[src/rtl/mem_arb_pkg.sv]
// Shared types for the unified-memory port arbiter: requester identity,
// arbiter FSM state and the lock-counter width helper.
package mem_arb_pkg;

    typedef enum logic {
        REQ_CPU = 1'b0,
        REQ_AUX = 1'b1
    } req_e;

    typedef enum logic {
        ARB_NORMAL = 1'b0,
        ARB_LOCKED = 1'b1
    } arb_state_e;

    // Counter must hold LOCK_MAX-1; keep at least one bit for tiny windows.
    function automatic int lock_cnt_w(input int lock_max);
        return (lock_max <= 2) ? 1 : $clog2(lock_max);
    endfunction

endpackage

[src/rtl/mem_port_arbiter_if.sv]
// Bundle of requester (cpu/aux) handshakes and the memory-side bus.
// aux_lock exists only when MEM_ARB_LOCK_EN is defined.
interface mem_port_arbiter_if #(
    parameter int ADDR_W = 32,
    parameter int DATA_W = 32
);
    logic              cpu_req;
    logic              cpu_we;
    logic [ADDR_W-1:0] cpu_addr;
    logic [DATA_W-1:0] cpu_wdata;
    logic              cpu_gnt;
    logic              cpu_stall;
    logic              cpu_rvalid;
    logic [DATA_W-1:0] cpu_rdata;

    logic              aux_req;
    logic              aux_we;
    logic [ADDR_W-1:0] aux_addr;
    logic [DATA_W-1:0] aux_wdata;
    logic              aux_gnt;
    logic              aux_stall;
    logic              aux_rvalid;
    logic [DATA_W-1:0] aux_rdata;
`ifdef MEM_ARB_LOCK_EN
    logic              aux_lock;
`endif

    logic              mem_en;
    logic              mem_we;
    logic [ADDR_W-1:0] mem_addr;
    logic [DATA_W-1:0] mem_wdata;
    logic [DATA_W-1:0] mem_rdata;

    // Arbiter side
    modport slave (
`ifdef MEM_ARB_LOCK_EN
        input  aux_lock,
`endif
        input  cpu_req, cpu_we, cpu_addr, cpu_wdata,
        output cpu_gnt, cpu_stall, cpu_rvalid, cpu_rdata,
        input  aux_req, aux_we, aux_addr, aux_wdata,
        output aux_gnt, aux_stall, aux_rvalid, aux_rdata,
        output mem_en, mem_we, mem_addr, mem_wdata,
        input  mem_rdata
    );

    // Requester / memory environment side
    modport master (
`ifdef MEM_ARB_LOCK_EN
        output aux_lock,
`endif
        output cpu_req, cpu_we, cpu_addr, cpu_wdata,
        input  cpu_gnt, cpu_stall, cpu_rvalid, cpu_rdata,
        output aux_req, aux_we, aux_addr, aux_wdata,
        input  aux_gnt, aux_stall, aux_rvalid, aux_rdata,
        input  mem_en, mem_we, mem_addr, mem_wdata,
        output mem_rdata
    );

endinterface

[src/rtl/mem_port_arbiter_arb_rr2.sv]
// Combinational two-way round-robin picker: a lone requester always wins,
// a contest goes to whichever side did not own the memory last.
module arb_rr2
    import mem_arb_pkg::*;
(
    input  logic [1:0] req,
    input  req_e       last_owner,
    output logic [1:0] gnt
);

    always_comb begin
        gnt = 2'b00;
        case (req)
            2'b01:   gnt = 2'b01;
            2'b10:   gnt = 2'b10;
            2'b11:   gnt = (last_owner == REQ_CPU) ? 2'b10 : 2'b01;
            default: gnt = 2'b00;
        endcase
    end

endmodule

[src/rtl/mem_port_arbiter.sv]
// Shares the single-port instruction/data BRAM between the core and the aux
// master, one access per cycle. Define MEM_ARB_LOCK_EN for aux exclusive lock.
module mem_port_arbiter
    import mem_arb_pkg::*;
#(
    parameter int ADDR_W   = 32,
    parameter int DATA_W   = 32,
    parameter int LOCK_MAX = 16
) (
    input  logic                clk,
    input  logic                reset,
    mem_port_arbiter_if.slave   bus
);

    logic [1:0]        req;
    logic [1:0]        pick;
    req_e              last_owner;
    logic              cpu_gnt;
    logic              aux_gnt;
    logic              force_rel;
    logic [ADDR_W-1:0] addr_sel;
    logic [DATA_W-1:0] wdata_sel;
    logic              vld_p1;
    req_e              owner_p1;

    assign req = {bus.aux_req, bus.cpu_req};

    arb_rr2 u_rr (
        .req        (req),
        .last_owner (last_owner),
        .gnt        (pick)
    );

`ifdef MEM_ARB_LOCK_EN
    localparam int CNT_W = lock_cnt_w(LOCK_MAX);
    localparam logic [CNT_W-1:0] CNT_LAST = CNT_W'(LOCK_MAX - 1);

    arb_state_e       state;
    arb_state_e       state_nxt;
    logic [CNT_W-1:0] lock_cnt;
    logic [CNT_W-1:0] cnt_inc;
    logic             lock_armed;

    assign cnt_inc   = lock_cnt + CNT_W'(1);
    assign force_rel = (state == ARB_LOCKED) && bus.aux_lock && (cnt_inc == CNT_LAST);

    always_ff @(posedge clk or posedge reset) begin
        if (reset) state <= ARB_NORMAL;
        else       state <= state_nxt;
    end

    always_comb begin
        state_nxt = state;
        case (state)
            ARB_NORMAL: if (aux_gnt && bus.aux_lock && lock_armed) state_nxt = ARB_LOCKED;
            ARB_LOCKED: if (!bus.aux_lock || force_rel)            state_nxt = ARB_NORMAL;
            default:    state_nxt = ARB_NORMAL;
        endcase
    end

    always_comb begin
        cpu_gnt = 1'b0;
        aux_gnt = 1'b0;
        if (!reset) begin
            if (state == ARB_LOCKED) begin
                aux_gnt = bus.aux_req;
            end else begin
                cpu_gnt = pick[0];
                aux_gnt = pick[1];
            end
        end
    end

    // After a forced release aux must drop aux_lock before it may lock again.
    always_ff @(posedge clk or posedge reset) begin
        if (reset) begin
            lock_cnt   <= '0;
            lock_armed <= 1'b1;
        end else begin
            lock_cnt <= (state == ARB_LOCKED && state_nxt == ARB_LOCKED) ? cnt_inc : '0;
            if (force_rel)          lock_armed <= 1'b0;
            else if (!bus.aux_lock) lock_armed <= 1'b1;
        end
    end
`else
    assign force_rel = 1'b0;
    assign cpu_gnt   = pick[0] & ~reset;
    assign aux_gnt   = pick[1] & ~reset;
`endif

    always_ff @(posedge clk or posedge reset) begin
        if (reset)          last_owner <= REQ_AUX;
        else if (force_rel) last_owner <= REQ_AUX;
        else if (cpu_gnt)   last_owner <= REQ_CPU;
        else if (aux_gnt)   last_owner <= REQ_AUX;
    end

    assign addr_sel  = aux_gnt ? bus.aux_addr  : bus.cpu_addr;
    assign wdata_sel = aux_gnt ? bus.aux_wdata : bus.cpu_wdata;

    assign bus.cpu_gnt   = cpu_gnt;
    assign bus.aux_gnt   = aux_gnt;
    assign bus.cpu_stall = bus.cpu_req & ~cpu_gnt;
    assign bus.aux_stall = bus.aux_req & ~aux_gnt;
    assign bus.mem_en    = cpu_gnt | aux_gnt;
    assign bus.mem_we    = (cpu_gnt & bus.cpu_we) | (aux_gnt & bus.aux_we);
    assign bus.mem_addr  = addr_sel;
    assign bus.mem_wdata = wdata_sel;

    // Stage p1: BRAM read data returns; steer it to the requester that issued it
    always_ff @(posedge clk or posedge reset) begin
        if (reset) begin
            vld_p1   <= 1'b0;
            owner_p1 <= REQ_CPU;
        end else begin
            vld_p1   <= bus.mem_en & ~bus.mem_we;
            owner_p1 <= aux_gnt ? REQ_AUX : REQ_CPU;
        end
    end

    assign bus.cpu_rvalid = vld_p1 & (owner_p1 == REQ_CPU);
    assign bus.aux_rvalid = vld_p1 & (owner_p1 == REQ_AUX);
    assign bus.cpu_rdata  = bus.cpu_rvalid ? bus.mem_rdata : {DATA_W{1'b0}};
    assign bus.aux_rdata  = bus.aux_rvalid ? bus.mem_rdata : {DATA_W{1'b0}};

endmodule

[src/flat_wrapper.sv]
// flat-port wrapper written by rule: the top's interface ports become plain ports
module mem_port_arbiter_flat import mem_arb_pkg::*;
#(
    parameter int ADDR_W   = 32,
    parameter int DATA_W   = 32,
    parameter int LOCK_MAX = 16
)
  (clk, reset, bus_cpu_req, bus_cpu_we, bus_cpu_addr, bus_cpu_wdata, bus_cpu_gnt, bus_cpu_stall, bus_cpu_rvalid, bus_cpu_rdata, bus_aux_req, bus_aux_we, bus_aux_addr, bus_aux_wdata, bus_aux_gnt, bus_aux_stall, bus_aux_rvalid, bus_aux_rdata, bus_mem_en, bus_mem_we, bus_mem_addr, bus_mem_wdata, bus_mem_rdata);
  mem_port_arbiter_if #(.ADDR_W(ADDR_W), .DATA_W(DATA_W)) bus_i ();
  input  logic clk;
  input  logic reset;
  input wire logic [$bits(bus_i.cpu_req)-1:0] bus_cpu_req;
  input wire logic [$bits(bus_i.cpu_we)-1:0] bus_cpu_we;
  input wire logic [$bits(bus_i.cpu_addr)-1:0] bus_cpu_addr;
  input wire logic [$bits(bus_i.cpu_wdata)-1:0] bus_cpu_wdata;
  output wire logic [$bits(bus_i.cpu_gnt)-1:0] bus_cpu_gnt;
  output wire logic [$bits(bus_i.cpu_stall)-1:0] bus_cpu_stall;
  output wire logic [$bits(bus_i.cpu_rvalid)-1:0] bus_cpu_rvalid;
  output wire logic [$bits(bus_i.cpu_rdata)-1:0] bus_cpu_rdata;
  input wire logic [$bits(bus_i.aux_req)-1:0] bus_aux_req;
  input wire logic [$bits(bus_i.aux_we)-1:0] bus_aux_we;
  input wire logic [$bits(bus_i.aux_addr)-1:0] bus_aux_addr;
  input wire logic [$bits(bus_i.aux_wdata)-1:0] bus_aux_wdata;
  output wire logic [$bits(bus_i.aux_gnt)-1:0] bus_aux_gnt;
  output wire logic [$bits(bus_i.aux_stall)-1:0] bus_aux_stall;
  output wire logic [$bits(bus_i.aux_rvalid)-1:0] bus_aux_rvalid;
  output wire logic [$bits(bus_i.aux_rdata)-1:0] bus_aux_rdata;
  output wire logic [$bits(bus_i.mem_en)-1:0] bus_mem_en;
  output wire logic [$bits(bus_i.mem_we)-1:0] bus_mem_we;
  output wire logic [$bits(bus_i.mem_addr)-1:0] bus_mem_addr;
  output wire logic [$bits(bus_i.mem_wdata)-1:0] bus_mem_wdata;
  input wire logic [$bits(bus_i.mem_rdata)-1:0] bus_mem_rdata;
  assign bus_i.cpu_req = bus_cpu_req;
  assign bus_i.cpu_we = bus_cpu_we;
  assign bus_i.cpu_addr = bus_cpu_addr;
  assign bus_i.cpu_wdata = bus_cpu_wdata;
  assign bus_cpu_gnt = bus_i.cpu_gnt;
  assign bus_cpu_stall = bus_i.cpu_stall;
  assign bus_cpu_rvalid = bus_i.cpu_rvalid;
  assign bus_cpu_rdata = bus_i.cpu_rdata;
  assign bus_i.aux_req = bus_aux_req;
  assign bus_i.aux_we = bus_aux_we;
  assign bus_i.aux_addr = bus_aux_addr;
  assign bus_i.aux_wdata = bus_aux_wdata;
  assign bus_aux_gnt = bus_i.aux_gnt;
  assign bus_aux_stall = bus_i.aux_stall;
  assign bus_aux_rvalid = bus_i.aux_rvalid;
  assign bus_aux_rdata = bus_i.aux_rdata;
  assign bus_mem_en = bus_i.mem_en;
  assign bus_mem_we = bus_i.mem_we;
  assign bus_mem_addr = bus_i.mem_addr;
  assign bus_mem_wdata = bus_i.mem_wdata;
  assign bus_i.mem_rdata = bus_mem_rdata;
  mem_port_arbiter #(.ADDR_W(ADDR_W), .DATA_W(DATA_W), .LOCK_MAX(LOCK_MAX)) u_core (.clk(clk), .reset(reset), .bus(bus_i));
endmodule
[config.mk]
export PLATFORM = sky130hd
export DESIGN_NAME = mem_port_arbiter_flat
export DESIGN_NICKNAME = d
export VERILOG_FILES = /design/src/rtl/mem_arb_pkg.sv /design/src/rtl/mem_port_arbiter_if.sv /design/src/rtl/mem_port_arbiter_arb_rr2.sv /design/src/rtl/mem_port_arbiter.sv /design/src/flat_wrapper.sv
export SDC_FILE = /design/constraint.sdc
export NUM_CORES = 1
export LEC_CHECK = 0
export CAP_MARGIN = 40
export CORE_AREA = 10 10 110 112
export DETAILED_ROUTE_END_ITERATION = 6
export DIE_AREA = 0 0 120 122
export GPL_TIMING_DRIVEN = 1
export PLACE_DENSITY = 0.64
export SLEW_MARGIN = 20
export SYNTH_ARGS = -nofsm -noshare
export SYNTH_HDL_FRONTEND = slang
export SYNTH_HIERARCHICAL = 1
export SYNTH_SLANG_ARGS = --single-unit
[constraint.sdc]
create_clock -name clk -period 2.15 [get_ports clk]
set_clock_uncertainty 0.15 [all_clocks]
set_input_delay 0.43 -clock clk [delete_from_list [all_inputs] [get_ports clk]]
set_output_delay 0.43 -clock clk [all_outputs]
set_load 0.005 [all_outputs]
# ---- Word-level counts from Yosys, hierarchy flattened
# Index checks and enable logic that the tools add are counted.
dict set report classes {
  reduce_logical 1
  muxes 9
  n_bitwise 16
  n_eq_ne 3
}
# operator count
set op_table {}
lappend op_table {{two-way mux 32 bit} 4}
lappend op_table {{bitwise AND 1 bit} 9}
lappend op_table {{case mux 2 bit (3 select lines)} 1}
lappend op_table {{NOT 1 bit} 5}
lappend op_table {{== test 2 bit (second input constant)} 2}
lappend op_table {{two-way mux 1 bit} 3}
lappend op_table {{== test 2 x 1 -> 1 bit (second input constant)} 1}
lappend op_table {{two-way mux 2 bit} 1}
lappend op_table {{bitwise OR 1 bit} 2}
lappend op_table {{nonzero test 2 bit} 1}
dict set report word_totals {
  output_inout_bits 136
  regBits 3
  in_bits 166
  elab_cells 32
}

# ---- Depth between registers and ports, before layout
# Gate-level depths: netlist of run 1.
dict set report depth {
  ltp_word 7
  ltp_mapped 5
  ltp_nobuf 4
}

# ---- Cells and area by module
# Netlist of run 1, hierarchy kept.
# mod cells_each area_per_inst_um2 seq_area_each_um2 instances
set by_module_without_submodules {}
lappend by_module_without_submodules {mem_port_arbiter 162 1510.2 76.3 1}
lappend by_module_without_submodules {arb_rr2 3 18.8 0.0 1}

# ---- Worst setup path before layout of run 1
# No wires, ideal clock.
dict set report synth_timing {
  path_type {input to output}
  startpoint {input bus_aux_req}
  endpoint {output bus_mem_wdata[14]}
  t_required_ns 1.570
  slack_ns 0.038
  arrival_ns 1.532
  cell_stages 5
  path_buffers 2
  cell_sequence {a21boi_0 nand2b_4 buf_8 buf_8 mux2_4}
}
dict set report synth_via {
  elab_chain_cells 4
  word_cells_on_any_way 6
  cone_classes {3 x eq/ne; 2 x mux; 1 x bitwise}
}
# item line_no
set synth_lines {}
lappend synth_lines {{start, declared} flat_wrapper.sv:20} ;# input wire logic [$bits(bus_i.aux_req)-1:0] bus_aux_req;
lappend synth_lines {{== test 2 bit / == test 2 x 1 -> 1 bit (equally long branches)} mem_port_arbiter_arb_rr2.sv:13} ;# case (req)
lappend synth_lines {{case mux 2 bit (3 select lines) *} mem_port_arbiter_arb_rr2.sv:13}
lappend synth_lines {{bitwise AND 1 bit *} mem_port_arbiter.sv:88} ;# assign aux_gnt = pick[1] & ~reset;
lappend synth_lines {{two-way mux 32 bit *} mem_port_arbiter.sv:99} ;# assign wdata_sel = aux_gnt ? bus.aux_wdata : bus.cpu_wdata;
lappend synth_lines {{end, declared} flat_wrapper.sv:31} ;# output wire logic [$bits(bus_i.mem_wdata)-1:0] bus_mem_wdata;
# Mark *: on every way between the ends. The rest lies on a longest branch, timed or not.

# ---- Worst setup path after layout of run 1
dict set report layout_timing {
  startpoint {register u_core.last_owner}
  endpoint {output bus_mem_wdata[29]}
}
dict set report layout_via {
  elab_chain_cells 4
}
# item line_no
set layout_lines {}
lappend layout_lines {{start, declared} mem_port_arbiter.sv:17} ;# req_e last_owner;
lappend layout_lines {{start signal, assigned} mem_port_arbiter.sv:92} ;# if (reset) last_owner <= REQ_AUX;
lappend layout_lines {{start signal, assigned} mem_port_arbiter.sv:93} ;# else if (force_rel) last_owner <= REQ_AUX;
lappend layout_lines {{start signal, assigned} mem_port_arbiter.sv:94} ;# else if (cpu_gnt) last_owner <= REQ_CPU;
lappend layout_lines {{two-way mux 2 bit} mem_port_arbiter_arb_rr2.sv:16} ;# 2'b11: gnt = (last_owner == REQ_CPU) ? 2'b10 : 2'b01;
lappend layout_lines {{case mux 2 bit (3 select lines)} mem_port_arbiter_arb_rr2.sv:13}
lappend layout_lines {{named net u_core.pick[1]} mem_port_arbiter.sv:16} ;# logic [1:0] pick;
lappend layout_lines {{bitwise AND 1 bit} mem_port_arbiter.sv:88}
lappend layout_lines {{two-way mux 32 bit} mem_port_arbiter.sv:99}
# The timed path passes the listed nets, and every way through them passes these cells.

==> results.json, run 1 <==
{
  "top_usage_layer": "met2",
  "r2r_slack_ps": 660,
  "critPathLaunch": "u_core/last_owner$_DFFE_PP1P_",
  "fin_nets": 669,
  "ctsHoldBuffers": 0,
  "worst_pin_slew_ps": 233.7,
  "via_per_inst": 4.071,
  "slowest_stage": "dfstp_2",
  "fin_crit_ps": 2361,
  "cp.required_ps": 1570,
  "root_buffer": "clkbuf_8",
  "report.final.hold_viol_count": 0,
  "grtUsageMet3_pct": 7.169,
  "slowest_delay_ps": 380,
  "clkTransAtPathRegs_ps": 30,
  "critical_path_class": "reg2out",
  "io_buffers": 301,
  "cp_common_cell": "buf_6",
  "syn-num-nets": 331,
  "finalMaxSlewViolations": 0,
  "setup-violations-final": 63,
  "power.density_nw_per_um2": 263.5,
  "cts_buffer_depth": 2,
  "routedWlPerCell_um": 21.32,
  "crit_fanout": 6,
  "max_freq_ghz": 0.4235,
  "r2r_start": "u_core/last_owner$_DFFE_PP1P_",
  "grt_pass1_wl_um": 18150,
  "first_pass_iters": 4,
  "violations": "negative setup slack",
  "ys_ff_latch": 3,
  "use_met1_pct": 15.33,
  "cp_cell_sequence": "a21boi_4, nand2b_4, buf_6, buf_12, buf_4, mux2_4, buf_6",
  "diodes": 0,
  "timing.rr.end": "u_core/last_owner$_DFFE_PP1P_",
  "cts_tree": "yes",
  "cp-endpoint": "bus_mem_wdata[29]",
  "p_leak_uw": 0.003114,
  "fin_ws_ps": -211.3,
  "ant_nets": 0,
  "synth.avg_cell_area_um2": 9.266,
  "grt-ovfl-total": 0,
  "period_share_pct": 109.8,
  "max_slew_margin_pct": 84.38,
  "p_total_uw": 1388,
  "drive_gt1_share_pct": 40.04,
  "drc_errors": 0,
  "io_pins": 302,
  "startpoint_type": "flop",
  "grt_pass1_vias": 2788,
  "clk_latency_ps": 220,
  "setup-tns-final_ps": -6502,
  "vdd_drop_max_mv": 0.1782,
  "gr-usage-met2_pct": 31.40,
  "dieArea_um2": 14640,
  "cts_sinks": 3,
  "status": "finished with violations",
  "grt_usage_pct": 16.11,
  "start_util_pct": 15.22,
  "rsz0062_at_grt": "true",
  "wl_um": 13600,
  "synth_area_um2": 1529,
  "drtIter0Drc": 78,
  "core_um2": 10050,
  "r2r_cells": 6,
  "synth_cell_types": 21,
  "hp-class": "in2async",
  "grt_max_degree": 34,
  "yosysSeqAreaShare_pct": 4.992,
  "area_growth_pct": 244.4,
  "drv_cap": 0,
  "antenna_found_initial": 0,
  "final_cell_mix": "clkdlybuf4s50_1 (164), mux2_4 (60), buf_6 (52), dlygate4sd2_1 (35), and2_1 (34)",
  "ys.warnings.count": 6,
  "critical_path_arrival_ps": 1780,
  "end_kind": "primary output",
  "htreeDepth": 1,
  "final_common_cell": "clkdlybuf4s50_1",
  "gp_congestion": 0.8429,
  "die_h_um": 122,
  "cts-buffers-inserted": 3,
  "row_count": 37,
  "dp_hpwl_um": 11060,
  "syn_inst": 165,
  "die_w_um": 120,
  "num_vias": 2597
}
==> kinds of logic after synthesis <==
family          share of synthesized area (%)
mux                                     53.76
simple gates                            30.44
compound gates                          1.801
buf+inv                                 9.001
flops                                   4.992
==> layout make-up <==
class / instances / area (µm²)
Sequential cell: 3 / 76.32
Clock buffer: 4 / 45.04
Timing Repair Buffer: 348 / 3482
Inverter: 4 / 15.01
Fill cell: 931 / 4780
Tap cell: 136 / 170.2
Multi-Input combinational cell: 143 / 1478
==> stage by stage <==
stage | cells | utilization (%) | cell area (µm²) | hold WS, ps | setup WS [ps]
global route | 638 | 52.42 | 5266 | 278.9 | -254.2
finish | 638 | 52.42 | 5266 | 257.8 | -211.3
global placement | 601 | 47.18 | 4740 | 429.6 | -810.3
CTS | 624 | 49.78 | 5001 | 241.1 | -276.9
floorplan | 165 | - | 1529 | 32.92 | 38.30
detailed placement | 601 | 47.18 | 4740 | 430.4 | -784.9
==> repair_timing <==
action | 4_1_cts | 5_1_grt
endpoints found under the setup margin | 113 | 102
pin swaps | 2 | 3
setup buffers | 14 | 15
gates resized for setup | 300 | 162
cloned | 6 | 4
==> worst min path at each step <==
| stage | startpoint | cells after the start | endpoint |
|---|---|---|---|
| 2_1_floorplan | reset | 1 | u_core/owner_p1$_DFF_PP0_ |
| 3_3_place_gp | u_core/last_owner$_DFFE_PP1P_ | 3 | u_core/last_owner$_DFFE_PP1P_ |
| 3_5_place_dp | u_core/last_owner$_DFFE_PP1P_ | 3 | u_core/last_owner$_DFFE_PP1P_ |
| 4_1_cts | reset | 3 | u_core/owner_p1$_DFF_PP0_ |
| 5_1_grt | reset | 3 | u_core/owner_p1$_DFF_PP0_ |
| 6_report | reset | 3 | u_core/owner_p1$_DFF_PP0_ |
==> worst max-delay path: cells and delay by family, from the launching register on <==
family / cells / cell delay (ps)
compound gates: 1 / 250
mux: 1 / 290
simple gates: 1 / 110
buf+inv: 4 / 540
flops: 1 / 380
==> synthesized netlist by cell type (all sizes together) <==
cell type / count / area (µm²)
mux2: 64 / 822.0
and2: 34 / 212.7
and3: 32 / 200.2
buf: 8 / 92.58
clkbuf: 8 / 30.03
inv: 4 / 15.01
nor2: 3 / 11.26
a21boi: 2 / 15.02
dfrtp: 2 / 50.05
nor2b: 2 / 12.51
a21oi: 1 / 5.000
a22oi: 1 / 7.510
and2b: 1 / 7.510
dfstp: 1 / 26.28
nand2b: 1 / 13.76
nor3b: 1 / 7.510
==> sequential cells by signal (all words and copies together) (netlist names) <==
register / count
u_core/last_owner: 1
u_core/owner_p1: 1
u_core/vld_p1: 1
==> routing by layer <==
| layer | share of wire, % | up-vias |
|---|---|---|
| li1 | - | 1262 |
| met1 | 32 | 1192 |
| met2 | 56 | 135 |
| met3 | 11 | 8 |
| met4 | 0.92 | 0 |
| met5 | 0 | - |
==> power by group <==
group | switching, µW | internal [µW]
combinational | 353 | 793
sequential | 6.94 | 66.6
clock | 41.2 | 127
Note: power is estimated with default switching activity, not from simulation.
==> run 2: changes to the inputs <==
--- a/config.mk
+++ b/config.mk
@@ -6,11 +6,11 @@
 export NUM_CORES = 1
 export LEC_CHECK = 0
 export CAP_MARGIN = 40
-export CORE_AREA = 10 10 110 112
+export CORE_AREA = 10 10 108 110
 export DETAILED_ROUTE_END_ITERATION = 6
-export DIE_AREA = 0 0 120 122
+export DIE_AREA = 0 0 118 120
 export GPL_TIMING_DRIVEN = 1
-export PLACE_DENSITY = 0.64
+export PLACE_DENSITY = 0.67
 export SLEW_MARGIN = 20
 export SYNTH_ARGS = -nofsm -noshare
 export SYNTH_HDL_FRONTEND = slang
==> constraint.sdc (replaced) <==
create_clock -name clk -period 3 [get_ports clk]
set_clock_uncertainty 0.15 [all_clocks]
set_input_delay 0.6 -clock clk [delete_from_list [all_inputs] [get_ports clk]]
set_output_delay 0.6 -clock clk [all_outputs]
set_load 0.01 [all_outputs]
==> run 2 against run 1 <==
Effect of this change: the run now ends clean; wire length shrank 18%; hold slack gained 77 ps; worst setup slack gained 280 ps; sequential power shrank 30%; flip-flop and latch count is the same; critical endpoint is now bus_mem_addr[18]; clock-buffer cell count is the same; critical path type is now in2out; utilization shrank 3.4 points; design area shrank 11%; combinational power shrank 39%.
==> results.json, run 2 (synthesized netlist as in run 1, its figures left out) <==
{
  "io_pins": 302,
  "dp_cells": 599,
  "critical_path_arrival_ps": 2180,
  "die_w_um": 118,
  "diodes": 0,
  "dieArea_um2": 14160,
  "instances_no_fill": 606,
  "final_cell_mix": "clkdlybuf4s50_1 (232), mux2_2 (37), and2_1 (34), and3_1 (32), clkbuf_2 (30)",
  "via_per_inst": 3.988,
  "status": "completed",
  "fin_crit_ps": 2934,
  "startpoint_type": "primary input",
  "row_count": 36,
  "final_common_cell": "clkdlybuf4s50_1",
  "wl_um": 11100,
  "clk_latency_ps": 210,
  "routedWlPerCell_um": 18.32,
  "critical_path_class": "in2out",
  "p_sw_uw": 271.6,
  "drc_errors": 0,
  "p_int_uw": 595.7,
  "p_total_uw": 867.3,
  "report.final.hold_viol_count": 0,
  "gp_congestion": 0.8011,
  "cp.required_ps": 2250,
  "area_growth_pct": 205.9,
  "vdd_drop_max_mv": 0.1424,
  "cts_buffer_depth": 2,
  "grt_usage_pct": 14.26,
  "p_comb_share_pct": 80.8,
  "cts_sinks": 3,
  "holdWs_ps": 334.8,
  "fin_ws_ps": 66.09,
  "cts-buffers-inserted": 3,
  "reg_top3": "u_core/last_owner (1), u_core/owner_p1 (1), u_core/vld_p1 (1)",
  "worst_pin_slew_ps": 248.9,
  "finalMaxSlewViolations": 0,
  "ctsHoldBuffers": 0,
  "num_vias": 2417,
  "dp_hpwl_um": 10170,
  "max_freq_ghz": 0.3408,
  "htreeDepth": 1,
  "post-route-util_pct": 48.98,
  "drtIter0Drc": 57,
  "die_h_um": 120,
  "drv_cap": 0,
  "grt_pass1_wl_um": 16290,
  "grt_max_degree": 34,
  "r2r_slack_ps": 1480,
  "clkTransAtPathRegs_ps": 30,
  "root_buffer": "clkbuf_8",
  "ant_nets": 0,
  "p_sw_share_pct": 31.32,
  "power.density_nw_per_um2": 185.4,
  "cts_tree": "yes",
  "end_kind": "primary output",
  "place_ws_ps": -319.2,
  "grt-ovfl-total": 0,
  "drive_gt1_share_pct": 25.79,
  "period_share_pct": 97.80,
  "io_buffers": 301,
  "rsz0062_at_grt": "true",
  "seqPwrFrac_pct": 5.9,
  "grt_pass1_vias": 2735,
  "setup-violations-final": 0,
  "hp-class": "reg2reg",
  "max_slew_margin_pct": 83.41,
  "fin_nets": 640,
  "p_leak_uw": 0.002142,
  "start_util_pct": 16.01,
  "antenna_found_initial": 0,
  "core_um2": 9549,
  "p_clk_share_pct": 13.3,
  "first_pass_iters": 4,
  "crit_fanout": 12
}
-- run 2: cell types whose count changed in the layout (fill, tap and decap cells not counted), moves of 26 or more --
cell	change
clkdlybuf4s50_1	+68
buf_6	-49
mux2_2	+33
mux2_4	-33
clkdlybuf4s15_1	+26
dlygate4sd2_1	-26
-- run 2: critical path: stages --
cell             delay [ps]
clkdlybuf4s50_1         410
a21boi_2                160
buf_6                   130
nand2b_4                130
buf_8                   160
mux2_2                  340
clkdlybuf4s15_1         250
-- run 2: per-stage QoR --
step | cell area [µm²] | setup TNS [ps]
after global placement | 4718 | -17210
after CTS | 4785 | -2.740
after floorplan | 1529 | 0
after detailed placement | 4718 | -16850
final | 4677 | 0
after global routing | 4677 | -0.6644
-- run 2: worst paths after layout --
| kind | start | end | cells after the start |
|---|---|---|---|
| max | bus_aux_req | bus_mem_addr[18] | 7 |
| min | u_core/last_owner$_DFFE_PP1P_ | u_core/last_owner$_DFFE_PP1P_ | 2 |
| max reg2reg | u_core/last_owner$_DFFE_PP1P_ | u_core/vld_p1$_DFF_PP0_ | 5 |
| min reg2reg | u_core/last_owner$_DFFE_PP1P_ | u_core/last_owner$_DFFE_PP1P_ | 2 |
| max in group asynchronous | reset | u_core/last_owner$_DFFE_PP1P_ | 3 |
| min in group asynchronous | reset | u_core/vld_p1$_DFF_PP0_ | 3 |
-- run 2: final cells by class --
| type | instances | area, µm² |
|---|---|---|
| sequential | 3 | 76.32 |
| clock buffer | 4 | 45.04 |
| tap | 133 | 166.4 |
| fill | 935 | 4872 |
| inverter | 4 | 15.01 |
| multi-input combinational | 143 | 1339 |
| timing repair buffer | 319 | 3035 |
-- run 2: power groups by stage --
stage | clock [µW] | sequential, µW | combinational (µW)
global route | 123 | 52.3 | 749
detailed placement | 0 | 51.0 | 751
CTS | 120 | 51.1 | 722
floorplan | 0 | 51.5 | 267
global placement | 0 | 51.4 | 745
finish | 115 | 51.4 | 701
-- run 2: per-layer routing --
metal / routed length (µm) / global-route usage, %
met5: 0 / 0
met4: 72 / 2.241
met3: 953 / 5.345
met2: 6638 / 30.24
met1: 3436 / 12.43
-- run 2: repair_timing --
action | in CTS | in global routing
gates cloned | 1 | 0
setup buffers | 1 | 1
endpoints found under the hold margin | 0 | 0
resized for setup | 123 | 49
endpoints found under the setup margin | 66 | 67
==> run 3: changes to the inputs <==
--- a/config.mk
+++ b/config.mk
@@ -7,6 +7,7 @@
 export LEC_CHECK = 0
 export CAP_MARGIN = 40
 export CORE_AREA = 10 10 108 110
+export CTS_CLUSTER_DIAMETER = 50
 export DETAILED_ROUTE_END_ITERATION = 6
 export DIE_AREA = 0 0 118 120
 export GPL_TIMING_DRIVEN = 1
==> results of run 3 <==
The final DEF is identical to that of run 2; final timing and power are the same.
